`src/rtl/seg7_scan_ctrl.sv`:
```
// Multiplexed 4-digit 7-segment scan controller with framed, glitch-free loads.
// Define SEG7_LZ_BLANK_EN to blank leading zeros on digits 3..1.
module seg7_scan_ctrl #(
  parameter int SCAN_DIV = 1000
) (
  input  logic        clk,
  input  logic        rst_n,
  input  logic        load_valid,
  input  logic [15:0] load_data,
  output logic        load_ready,
  output logic [3:0]  dec_b,
  input  logic [6:0]  dec_h,
  output logic [6:0]  seg_out,
  output logic [3:0]  an
);

  localparam logic [15:0] DIV_MAX = 16'(SCAN_DIV - 1);

  typedef enum logic {
    BLANK,
    SCAN
  } state_t;

  state_t      state;
  logic [15:0] div;
  logic [1:0]  idx;
  logic        pending;
  logic [15:0] shadow;
  logic [15:0] disp;
  logic        wrap;
  logic        frame_end;
  logic        lz;

  assign wrap       = (div == DIV_MAX);
  assign frame_end  = wrap && (idx == 2'd3);
  assign load_ready = !pending;

  always_comb begin
    dec_b = disp[3:0];
    unique case (idx)
      2'd0: dec_b = disp[3:0];
      2'd1: dec_b = disp[7:4];
      2'd2: dec_b = disp[11:8];
      2'd3: dec_b = disp[15:12];
    endcase
  end

`ifdef SEG7_LZ_BLANK_EN
  // A digit is blank when it and every digit to its left are zero.
  always_comb begin
    lz = 1'b0;
    unique case (idx)
      2'd3: lz = (disp[15:12] == 4'd0);
      2'd2: lz = (disp[15:8] == 8'd0);
      2'd1: lz = (disp[15:4] == 12'd0);
      2'd0: lz = 1'b0;
    endcase
  end
`else
  assign lz = 1'b0;
`endif

  always_ff @(posedge clk) begin
    if (!rst_n) begin
      div     <= '0;
      idx     <= '0;
      state   <= BLANK;
      pending <= 1'b0;
      shadow  <= '0;
      disp    <= '0;
      an      <= 4'hF;
      seg_out <= 7'h7F;
    end else begin
      div <= wrap ? '0 : div + 16'd1;
      if (wrap) begin
        idx <= idx + 2'd1;
      end
      // Commit only between frames; a load on the boundary waits a frame.
      if (frame_end && pending) begin
        disp    <= shadow;
        pending <= 1'b0;
        state   <= SCAN;
      end else if (load_valid && !pending) begin
        shadow  <= load_data;
        pending <= 1'b1;
      end
      if (state == SCAN) begin
        an      <= ~(4'b0001 << idx);
        seg_out <= lz ? 7'h7F : dec_h;
      end else begin
        an      <= 4'hF;
        seg_out <= 7'h7F;
      end
    end
  end

endmodule

```
`config.mk`:
```
export PLATFORM = sky130hd
export DESIGN_NAME = seg7_scan_ctrl
export DESIGN_NICKNAME = d
export VERILOG_FILES = /design/src/rtl/seg7_scan_ctrl.sv
export SDC_FILE = /design/constraint.sdc
export NUM_CORES = 1
export LEC_CHECK = 0
export CORE_MARGIN = 2
export CORE_UTILIZATION = 29
export DETAILED_ROUTE_END_ITERATION = 10
export SETUP_SLACK_MARGIN = 0.3
export SYNTH_ARGS = -nofsm -noshare
export SYNTH_HDL_FRONTEND = slang
export SYNTH_SLANG_ARGS = --single-unit
```
`constraint.sdc`:
```
create_clock -name clk -period 4.55 [get_ports clk]
set_input_delay 1.365 -clock clk [delete_from_list [all_inputs] [get_ports clk]]
set_output_delay 1.365 -clock clk [all_outputs]
set_load 0.005 [all_outputs]
```
Yosys cells after proc, flatten, opt, wreduce, memory -nomap -nowiden
Index checks and enable logic that the tools add are counted.
- bits of input ports: 26
- register bits: 63
- output and inout bits: 16
- logic and storage cells: 28
- shifts and indexed selects: 1
- muxes and demuxes: 1
- bitwise logic cells: 3
- equal/unequal tests: 4
- reductions and logical operators: 9
- add/subtract/negate cells: 2
- operators by type and width (operator ; count):
    adder 16 x 1 -> 16 bit, second input constant ; 1
    == test 16 x 10 -> 1 bit, second input constant ; 1
    case mux 4 bit (4 select lines) ; 1
    == test 2 bit, second input constant ; 2
    inverter 4 bit ; 1
    AND reduction 2 bit ; 2
    OR reduction 2 bit ; 2
    << shifter 1 x 2 -> 4 bit, first input constant ; 1
    logical AND 1 bit ; 3
    adder 2 x 1 -> 2 bit, second input constant ; 1
    == test 2 x 1 -> 1 bit, second input constant ; 1
    zero test 2 bit ; 1
    inverter 1 bit ; 2
    zero test 1 bit ; 1

Logic depth before layout (Yosys ltp)
- depth in word-level cells: 5
- depth in mapped cells: 8
- mapped depth without buffers: 5

Least setup slack after synthesis
No wires, ideal clock.
- path kind: flip-flop to output port
- start point: register idx[0]
- end point: output dec_b[0]
- data arrival time: 1.125 ns
- data required time: 3.185 ns
- path buffers: 0
- cell stages (with the launch flop): 5
- setup slack: 2.060 ns
- path through: dfxtp_1 > inv_1 > ha_1 > a222oi_1 > mux2i_1
- cells in the longest elaborated chain, start to end: 2
- elaborated cells between the ends (all ways): 5
- classes of those cells: eq/ne: 3; mux: 1; reduce/logical: 1
- RTL lines (item ; line ; RTL):
    start, declared ; 26 ; logic [1:0] idx;
    start signal, assigned ; 76 ; idx <= idx + 2'd1;
    == test 2 bit (tied with other cells) ; 40 ; unique case (idx)
    case mux 4 bit (4 select lines) (*) ; 40 ;
    end, declared ; 11 ; output logic [3:0] dec_b,
Every way passes the cells marked *; elsewhere a longest branch is shown, timed or not.

Worst setup path in the final report
- start point: register idx[0]
- end point: output dec_b[2]
Same word-level chain as after synthesis.

==> results.sh <==
export IMPL_status="finished clean"
export IMPL_die_y_um=94.5
export IMPL_vias=1730
export IMPL_synth_top_area_share_pct=53.1
export IMPL_cts_root_buffer="clkbuf_8"
export IMPL_worst_path_max_delay_cell="clkdlybuf4s50_1"
export IMPL_drt_iter0_drc=74
export IMPL_multi_input_area_um2=1010
export IMPL_max_stage_delay_ns=0.46
export IMPL_peakVddDrop_mv=0.161
export IMPL_syn_area_per_cell_um2=9.69
export IMPL_wl_um=4630
export IMPL_ctsResizeCount=0
export IMPL_rows=32
export IMPL_portBuffers=41
export IMPL_post_drt_wl_per_cell_um=11.8
export IMPL_powerDensity_nw_per_um2=371
export IMPL_place_area_um2=2850
export IMPL_synth_area_leaders="dfxtp_1, nand2_1, a22o_1"
export IMPL_rsz0062_at_grt="no"
export IMPL_layout_nets=317
export IMPL_slew_headroom_pct=25.2
export IMPL_syn2layout_area_growth_pct=29.0
export IMPL_synth_seq_cells=63
export IMPL_nFillCells=800
export IMPL_fmax_mhz=289
export IMPL_drive_gt1_share_pct=8.28
export IMPL_drc=0
export IMPL_crit_type="reg2out"
export IMPL_cts_sinks=63
export IMPL_start_util_pct=30.2
export IMPL_setup_viol=0
export IMPL_crit_fanout=5
export IMPL_crit_path_start_kind="flip-flop"
export IMPL_postSynthCellCount=245
export IMPL_hpwl_um=3240
export IMPL_hp_start="state$_SDFFE_PN0P_"
export IMPL_post_cts_buffers=0
export IMPL_ys_types=29
export IMPL_cts_tree="built"
export IMPL_final_min_clock_period_ns=3.47
export IMPL_grt_antenna_before_repair=0
export IMPL_grt_pass1_wl_um=7760
export IMPL_syn_nets=277
export IMPL_grt_max_degree=28
export IMPL_drv_cap=0
export IMPL_regArea_um2=1260
export IMPL_worstReg2RegStart="div[14]$_SDFF_PP0_"
export IMPL_core_area_um2=7850
export IMPL_cts_path_max_buffers=2
export IMPL_slew_viol_final=0
export IMPL_antenna_left=0
export IMPL_cp_cell_sequence="inv_1, ha_1, a222oi_1, mux2i_1, clkdlybuf4s50_1"
export IMPL_ys_seq_area_share_pct=53.1
export IMPL_cts_reportedPaths_clkPinSlew_ns=0.07
export IMPL_hold_buffers=0
export IMPL_cp_startpoint="idx[0]$_SDFFE_PN0N_"
export IMPL_gp_congestion=0.739
export IMPL_first_global_vias=1675
export IMPL_overflow=0
export IMPL_p_leak_nw=1.11
export IMPL_die_area_um2=8920
export IMPL_crit_required_ns=3.18
export IMPL_critPathArrivalTime_ns=2.10
export IMPL_end_kind="output pin"
export IMPL_firstDrtPassIters=4
export IMPL_fin_area_um2=3060
export IMPL_yosys_area_top_type="dfxtp_1"
export IMPL_min_path_type="reg2reg"
export IMPL_period_share_pct=76.2
export IMPL_via_per_inst=4.41
export IMPL_tns_ns=0
export IMPL_track_usage_pct=11.4
export IMPL_pin_count=42
export IMPL_yosysWarnings=0
export IMPL_fin_skew_ns=0.00603
export IMPL_cts_max_level=3
export IMPL_synth_area_um2=2370
export IMPL_die_w_um=94.5
export IMPL_insertion_delay_ns=0.33
export IMPL_hold_violations=0
export IMPL_tightest_slew_ns=1.12
export IMPL_cts_made_buffers=9
export IMPL_n_antenna_cell=0
[worst max-delay path, delay by kind of cell (launching register included)]
kind            cells  cell delay, ns
buf+inv             2            0.57
fa+ha+maj           1            0.27
flops               1            0.41
mux                 1            0.15
compound gates      1            0.36
[where the power goes]
part	switching (mW)	total [mW]	internal (mW)	leakage (nW)
logic	0.0217	0.0507	0.0289	0.493
clock network	0.209	0.515	0.306	0.102
registers	0.00665	0.569	0.562	0.511
total	0.237	1.13	0.898	1.11
[cells in the final DEF, fill, tap and decap left out, drive strengths merged, types with 4 or more instances in the layout]
cell,n
inv,10
clkbuf,10
a222oi,4
mux2i,5
nor4,4
dfxtp,63
a21boi,16
nand2,39
xnor2,12
nand3,11
ha,6
nor2,19
nor3,4
a22o,16
clkdlybuf4s50,41
or2,7
[routing by layer]
metal / share of wire, % / vias to the layer above / track usage [%]
met2: 46 / 37 / 18.3
li1: - / 919 / -
met5: 0 / - / 0
met4: 1.3 / 0 / 3.99
met1: 46 / 770 / 13.2
met3: 6.3 / 4 / 5.75
[worst paths after layout]
kind	to	slack, ns	cells after the start
setup reg to reg	disp[5]$_SDFFE_PN0P_	2.11	4
setup / recovery	dec_b[2]	1.08	5
hold reg to reg	an[0]$_SDFF_PN1_	0.45	1
hold / removal	an[0]$_SDFF_PN1_	0.45	1
[cell type report]
cell class	instances	share of cell area (%)
Sequential cell	63	41.2
Multi-Input combinational cell	160	33.1
Clock inverter	6	2.78
Tap cell	102	4.17
Clock buffer	10	4.17
Inverter	10	1.23
Timing Repair Buffer	41	13.4
[per-stage QoR]
step / hold slack [ns] / instances / setup slack, ns / util, % / total power [mW]
2_1_floorplan: 0.407 / 245 / 2.06 / - / 0.606
3_3_place_gp: 0.432 / 376 / 1.19 / 36.3 / 0.633
3_5_place_dp: 0.430 / 376 / 1.13 / 36.3 / 0.633
4_1_cts: 0.449 / 392 / 1.04 / 39.0 / 1.15
5_1_grt: 0.480 / 392 / 0.905 / 39.0 / 1.18
6_report: 0.446 / 392 / 1.08 / 39.0 / 1.13
[synth_stat cells (all sizes together)]
cell type / count
nor4: 4
o21ai: 1
buf: 5
o21a: 2
nand2: 39
a22o: 16
xor2: 2
nand4: 3
inv: 10
a21oi: 1
nor3: 4
a222oi: 4
ha: 6
mux2i: 5
nor2b: 2
and3: 1
dfxtp: 63
nor2: 19
xnor2: 12
clkbuf: 7
a31o: 1
or4: 3
or2: 7
nand3: 11
and2: 1
a21boi: 16
[sequential cells by signal (all words and copies together), names as in the netlist]
register	count
shadow	16
pending	1
idx	2
state	1
div	16
seg_out	7
an	4
disp	16
[cells by family (layout without fill, tap and decap cells)]
logic type	after synthesis	in the layout	synth area share, %
AO/OA/AOI/OAI	41	41	14.1
XOR/XNOR	14	14	5.17
adder cells (fa/ha/maj)	6	6	3.16
buffers and inverters	22	67	4.22
flip-flops	63	63	53.1
multiplexers	5	5	2.11
AND/OR/NAND/NOR	94	94	18.1
Power figures use the tool's default switching activity.
